File: config.mk
export PLATFORM = sky130hd
export DESIGN_NAME = video_timing
export DESIGN_NICKNAME = d
export VERILOG_FILES = /design/src/rtl/video_timing_pkg.sv /design/src/rtl/video_timing_lock_qualifier.sv /design/src/rtl/video_timing.sv
export SDC_FILE = /design/constraint.sdc
export NUM_CORES = 1
export LEC_CHECK = 0
export CAP_MARGIN = 30
export CORE_ASPECT_RATIO = 1.1
export CORE_MARGIN = 4
export CORE_UTILIZATION = 53
export DETAILED_ROUTE_END_ITERATION = 7
export PLACE_DENSITY = 0.77
export REMOVE_ABC_BUFFERS = 1
export SETUP_SLACK_MARGIN = 0.4
export SLEW_MARGIN = 20
export SYNTH_ARGS = -nofsm -noshare
export SYNTH_HDL_FRONTEND = slang
export SYNTH_SLANG_ARGS = --single-unit
File: constraint.sdc
create_clock -name clk_25MHz -period 2.85 [get_ports clk_25MHz]
set_input_delay 0.57 -clock clk_25MHz [delete_from_list [all_inputs] [get_ports clk_25MHz]]
set_output_delay 0.57 -clock clk_25MHz [all_outputs]
set_load 0.005 [all_outputs]
File: src/rtl/video_timing_pkg.sv
// Shared constants, derived totals and FSM state type for the raster timing generator.
package video_timing_pkg;

  // 640x480@60 defaults (800x525 total at 25 MHz)
  localparam int DEF_H_ACTIVE  = 640;
  localparam int DEF_H_FP      = 16;
  localparam int DEF_H_SYNC    = 96;
  localparam int DEF_H_BP      = 48;
  localparam int DEF_V_ACTIVE  = 480;
  localparam int DEF_V_FP      = 10;
  localparam int DEF_V_SYNC    = 2;
  localparam int DEF_V_BP      = 33;
  localparam int DEF_LOCK_WAIT = 1024;

  localparam int CNT_W = 10;

  function automatic int h_total(input int active, input int fp, input int sync, input int bp);
    return active + fp + sync + bp;
  endfunction

  function automatic int v_total(input int active, input int fp, input int sync, input int bp);
    return active + fp + sync + bp;
  endfunction

  typedef enum logic [0:0] {
    WAIT_LOCK = 1'b0,
    RUN       = 1'b1
  } state_t;

endpackage

File: src/rtl/video_timing_lock_qualifier.sv
// Counts consecutive locked cycles; lock_ok is high only once the run of
// locked cycles has reached LOCK_WAIT and drops on any unlocked cycle.
module lock_qualifier #(
  parameter int LOCK_WAIT = 1024
) (
  input  logic clk_25MHz,
  input  logic resetn,
  input  logic locked,
  output logic lock_ok
);

  localparam int CW = $clog2(LOCK_WAIT);
  localparam logic [CW-1:0] CNT_LAST = CW'(LOCK_WAIT - 1);

  logic [CW-1:0] lock_cnt;

  // Streak counter: clears on any unlocked cycle, saturates at the terminal value.
  always_ff @(posedge clk_25MHz) begin
    if (!resetn) begin
      lock_cnt <= '0;
    end else if (!locked) begin
      lock_cnt <= '0;
    end else if (lock_cnt != CNT_LAST) begin
      lock_cnt <= lock_cnt + 1'b1;
    end
  end

  assign lock_ok = locked && (lock_cnt == CNT_LAST);

endmodule

File: src/rtl/video_timing.sv
// Raster timing generator: waits for a qualified PLL lock, then scans h/v
// counters and emits registered sync, data-enable and coordinate outputs.
//
//   state     | meaning
//   ----------+-----------------------------------------------
//   WAIT_LOCK | counters held at (0,0), outputs idle
//   RUN       | counters scanning the raster, outputs decoded
module video_timing
  import video_timing_pkg::*;
#(
  parameter int   H_ACTIVE  = DEF_H_ACTIVE,
  parameter int   H_FP      = DEF_H_FP,
  parameter int   H_SYNC    = DEF_H_SYNC,
  parameter int   H_BP      = DEF_H_BP,
  parameter int   V_ACTIVE  = DEF_V_ACTIVE,
  parameter int   V_FP      = DEF_V_FP,
  parameter int   V_SYNC    = DEF_V_SYNC,
  parameter int   V_BP      = DEF_V_BP,
  parameter logic HS_POL    = 1'b0,
  parameter logic VS_POL    = 1'b0,
  parameter int   LOCK_WAIT = DEF_LOCK_WAIT
) (
  input  logic             clk_25MHz,
  input  logic             resetn,
  input  logic             locked,
  output logic             hsync,
  output logic             vsync,
  output logic             de,
  output logic [CNT_W-1:0] x,
  output logic [CNT_W-1:0] y,
  output logic             line_start,
  output logic             frame_start,
  output logic             running
);

  localparam int H_TOT = h_total(H_ACTIVE, H_FP, H_SYNC, H_BP);
  localparam int V_TOT = v_total(V_ACTIVE, V_FP, V_SYNC, V_BP);
  localparam logic [CNT_W-1:0] H_LAST = CNT_W'(H_TOT - 1);
  localparam logic [CNT_W-1:0] V_LAST = CNT_W'(V_TOT - 1);
  // Sync windows kept as int so an end bound of 1024 does not truncate.
  localparam int HS_BEG = H_ACTIVE + H_FP;
  localparam int HS_END = H_ACTIVE + H_FP + H_SYNC;
  localparam int VS_BEG = V_ACTIVE + V_FP;
  localparam int VS_END = V_ACTIVE + V_FP + V_SYNC;

  state_t           state, state_nxt;
  logic [CNT_W-1:0] h_cnt, v_cnt, h_nxt, v_nxt;
  logic             lock_ok;
  logic             hs_act, vs_act, de_act;

  lock_qualifier #(.LOCK_WAIT(LOCK_WAIT)) u_lock_qualifier (
    .clk_25MHz (clk_25MHz),
    .resetn    (resetn),
    .locked    (locked),
    .lock_ok   (lock_ok)
  );

  // State and raster counter registers.
  always_ff @(posedge clk_25MHz) begin
    if (!resetn) begin
      state <= WAIT_LOCK;
      h_cnt <= '0;
      v_cnt <= '0;
    end else begin
      state <= state_nxt;
      h_cnt <= h_nxt;
      v_cnt <= v_nxt;
    end
  end

  // Next state and counter advance; any lock loss returns to (0,0) immediately.
  always_comb begin
    state_nxt = state;
    h_nxt     = '0;
    v_nxt     = '0;
    case (state)
      WAIT_LOCK: begin
        if (lock_ok) state_nxt = RUN;
      end
      RUN: begin
        if (!lock_ok) begin
          state_nxt = WAIT_LOCK;
        end else if (h_cnt == H_LAST) begin
          h_nxt = '0;
          v_nxt = (v_cnt == V_LAST) ? '0 : v_cnt + 1'b1;
        end else begin
          h_nxt = h_cnt + 1'b1;
          v_nxt = v_cnt;
        end
      end
      default: state_nxt = WAIT_LOCK;
    endcase
  end

  assign hs_act = (int'(h_cnt) >= HS_BEG) && (int'(h_cnt) < HS_END);
  assign vs_act = (int'(v_cnt) >= VS_BEG) && (int'(v_cnt) < VS_END);
  assign de_act = (int'(h_cnt) < H_ACTIVE) && (int'(v_cnt) < V_ACTIVE);

  // Output register: one cycle behind the counters, idle unless running and still locked.
  always_ff @(posedge clk_25MHz) begin
    if (!resetn || (state != RUN) || !lock_ok) begin
      hsync       <= ~HS_POL;
      vsync       <= ~VS_POL;
      de          <= 1'b0;
      x           <= '0;
      y           <= '0;
      line_start  <= 1'b0;
      frame_start <= 1'b0;
      running     <= 1'b0;
    end else begin
      hsync       <= hs_act ? HS_POL : ~HS_POL;
      vsync       <= vs_act ? VS_POL : ~VS_POL;
      de          <= de_act;
      x           <= h_cnt;
      y           <= v_cnt;
      line_start  <= (h_cnt == '0);
      frame_start <= (h_cnt == '0) && (v_cnt == '0);
      running     <= 1'b1;
    end
  end

endmodule
==> flow_summary.ini <==
[worst_setup_path]
r2r_cells = 6
start_kind = register
crit_path_end = vsync
rr_endpoint = vsync
r2r-start = u_lock_qualifier.lock_cnt[0]
r2r_setup_slack_ns = 0.53
path_class = reg2reg
crit_arrival_ns = 2.54
cp-end-kind = register
path_max_fanout = 11
cp_data_required_time_ns = 3.07
crit_path_start = u_lock_qualifier.lock_cnt[0]

[final_layout]
nNetsFinal = 279
fin_area_um2 = 2760
area_growth_pct = 25.6
drive_gt1_share_pct = 9.45
diodes = 0
fillerInstances = 314

[timing]
setup_viol = 0
finClkSkew_ns = 0.00351
rsz0062_at_grt = no
worst_pin_slew_ns = 0.391
clock.fmax_mhz = 432
whs_ns = 0.471
hold_viol_final = 0
min_period_ns = 2.32
period_share_pct = 81.3
relSlewSlack_pct = 73.9
drv_slew = 0
setup_tns_ns = 0

[grt]
grt_usage_pct = 16.8
grt_pass1_wl_um = 6720
grt.busiest_layer = met2
met3_usage_pct = 4.22
grt.overflow.total = 0
grt_max_degree = 14
use_met2_pct = 28.9
antenna_found_initial = 0
grt_pass1_vias = 1583
met1_usage_pct = 18.2

[power]
power.density_nw_per_um2 = 577
p_leak_nw = 0.972
vdd_drop_max_mv = 0.431
power.total_w = 0.00159

[cts]
clock_latency_ns = 0.33
ctsLongestPathBuffers = 2
clk_pin_slew_ns = 0.06
cts_root_buf = clkbuf_8
cts_setup_buffers = 0
tritoncts = built
cts_buffers = 9
holdBufCountCts = 0
clock-sinks = 57
htreeDepth = 3

[synthesis]
yosysSeqAreaShare_pct = 52.0
synth_warnings = 0
synth_edf_count = 0
ys_ff_latch = 57
synthDistinctLibCells = 36
ys.flop_type = dfxtp_1
netlist_area_um2 = 2190
syn_area_per_cell_um2 = 9.34
synth_top_area_cell = dfxtp_1
synth_top_area_share_pct = 52.0
ys_async_sr_fraction_pct = 0
synth_area_leaders = dfxtp_1, nor2_1, and2_1, xor2_1, ha_1
synth_cells = 235

[placement]
dpl_cell_area_um2 = 2520
gp_congestion = 0.858
portBuffers = 28
hpwl_um = 2790

[floorplan]
initial_core_util_pct = 54.9
num_rows = 24
die_x_um = 69.4
die_y_um = 75.5
dieArea_um2 = 5240
io_pins = 29
core_area_um2 = 3990

[routing]
post_drt_wl_per_cell_um = 12.8
firstDrtPassIters = 4
vias = 1693
vias_per_cell = 5.18
remaining_drc_errors = 0
postRouteAntennaNets = 0
wl_um = 4170
first_iter_violations = 125

[run_status]
status = complete, no violations

[job]
max_cap_violations = 0

[min_path]
hold_class = reg2reg
==> cell usage in the layout, fill, tap and decap left out, types with 6 or more instances in the layout <==
cell / count
dfxtp_1: 57
nor2_1: 36
clkdlybuf4s50_1: 28
and2_1: 16
nand2_1: 12
clkbuf_8: 12
nand3_1: 10
a21oi_1: 10
inv_1: 9
xor2_1: 9
xnor2_1: 6
nor3_1: 6
o21ai_0: 6
==> timing repair <==
action	in CTS	in global routing
cloned	1	0
pin swaps	1	0
setup endpoints to repair	9	15
resized for setup	0	3
hold endpoints to repair	0	0
==> per-stage QoR <==
stage | util (%) | worst slack [ns] | std cells
3_3_place_gp | 63.2 | 0.464 | 310
5_1_grt | 69.0 | 0.422 | 327
2_1_floorplan | - | 0.562 | 227
3_5_place_dp | 63.2 | 0.409 | 310
6_report | 69.0 | 0.534 | 327
4_1_cts | 68.7 | 0.407 | 327
==> power by group <==
group	total, W	internal [W]	switching [W]
Clock	0.000781	0.000473	0.000308
Combinational	0.0000102	0.00000531	0.00000493
Sequential	0.000799	0.000798	0.00000122
Total	0.00159	0.00128	0.000314
==> registers in the layout, summed over array words and instances, names as in the netlist <==
signal	count
de	1
frame_start	1
h_cnt	10
hsync	1
line_start	1
running	1
state	1
u_lock_qualifier.lock_cnt	10
v_cnt	10
vsync	1
x	10
y	10
==> cells in the mapped netlist, types with 5 or more instances <==
cell      number
nand3_1       10
nor3_1         6
inv_1         10
clkbuf_1       5
nor2_1        36
and3_1         5
ha_1           6
xor2_1         9
xnor2_1        6
o21ai_0        6
nand2_1       12
nand4_1        5
and2_1        16
dfxtp_1       57
a21oi_1       10
==> per-layer routing <==
metal	up-vias	routed length, µm
met2	39	1980
met5	-	0
met3	16	181
met1	771	1900
met4	0	114
li1	867	-
==> worst max-delay path, stage by stage, from the launching register on <==
cell     delay (ns)
dfxtp_1        0.37
ha_2           0.24
nand3_1        0.10
or3_4          0.41
or3_4          0.49
or3_1          0.36
or2_1          0.23
==> cell families (layout without fill, tap and decap cells) <==
kind of cell             after synthesis  in the layout  share of synthesized area (%)
AND/OR/NAND/NOR                      113            114                           27.7
multiplexers                           3              3                           1.37
AO/OA/AOI/OAI                         23             23                           6.04
adder cells (fa/ha/maj)                6              6                           3.42
XOR/XNOR                              15             15                           5.99
flip-flops                            57             57                           52.0
buffers and inverters                 18             57                           3.54
==> area by class of cell <==
| class | count | area, µm² | share of cell area, % |
|---|---|---|---|
| inverters | 10 | 41.3 | 1.50 |
| clock inverters | 4 | 50.0 | 1.82 |
| multi-input cells | 161 | 991 | 36.0 |
| well taps | 52 | 65.1 | 2.36 |
| repair buffers | 31 | 303 | 11.0 |
| clock buffers | 12 | 165 | 5.99 |
| flip-flops and latches | 57 | 1140 | 41.4 |
==> worst min path at each step <==
stage / start / end / slack, ns / cells after the start
after floorplan: h_cnt[0] / h_cnt[0] / 0.43 / 1
after global placement: h_cnt[0] / h_cnt[0] / 0.45 / 1
after detailed placement: h_cnt[0] / h_cnt[0] / 0.46 / 1
after CTS: h_cnt[0] / h_cnt[0] / 0.47 / 1
after global routing: h_cnt[0] / h_cnt[0] / 0.48 / 1
final: h_cnt[0] / h_cnt[0] / 0.47 / 1
No activity file was read; power rests on OpenSTA's default activity.
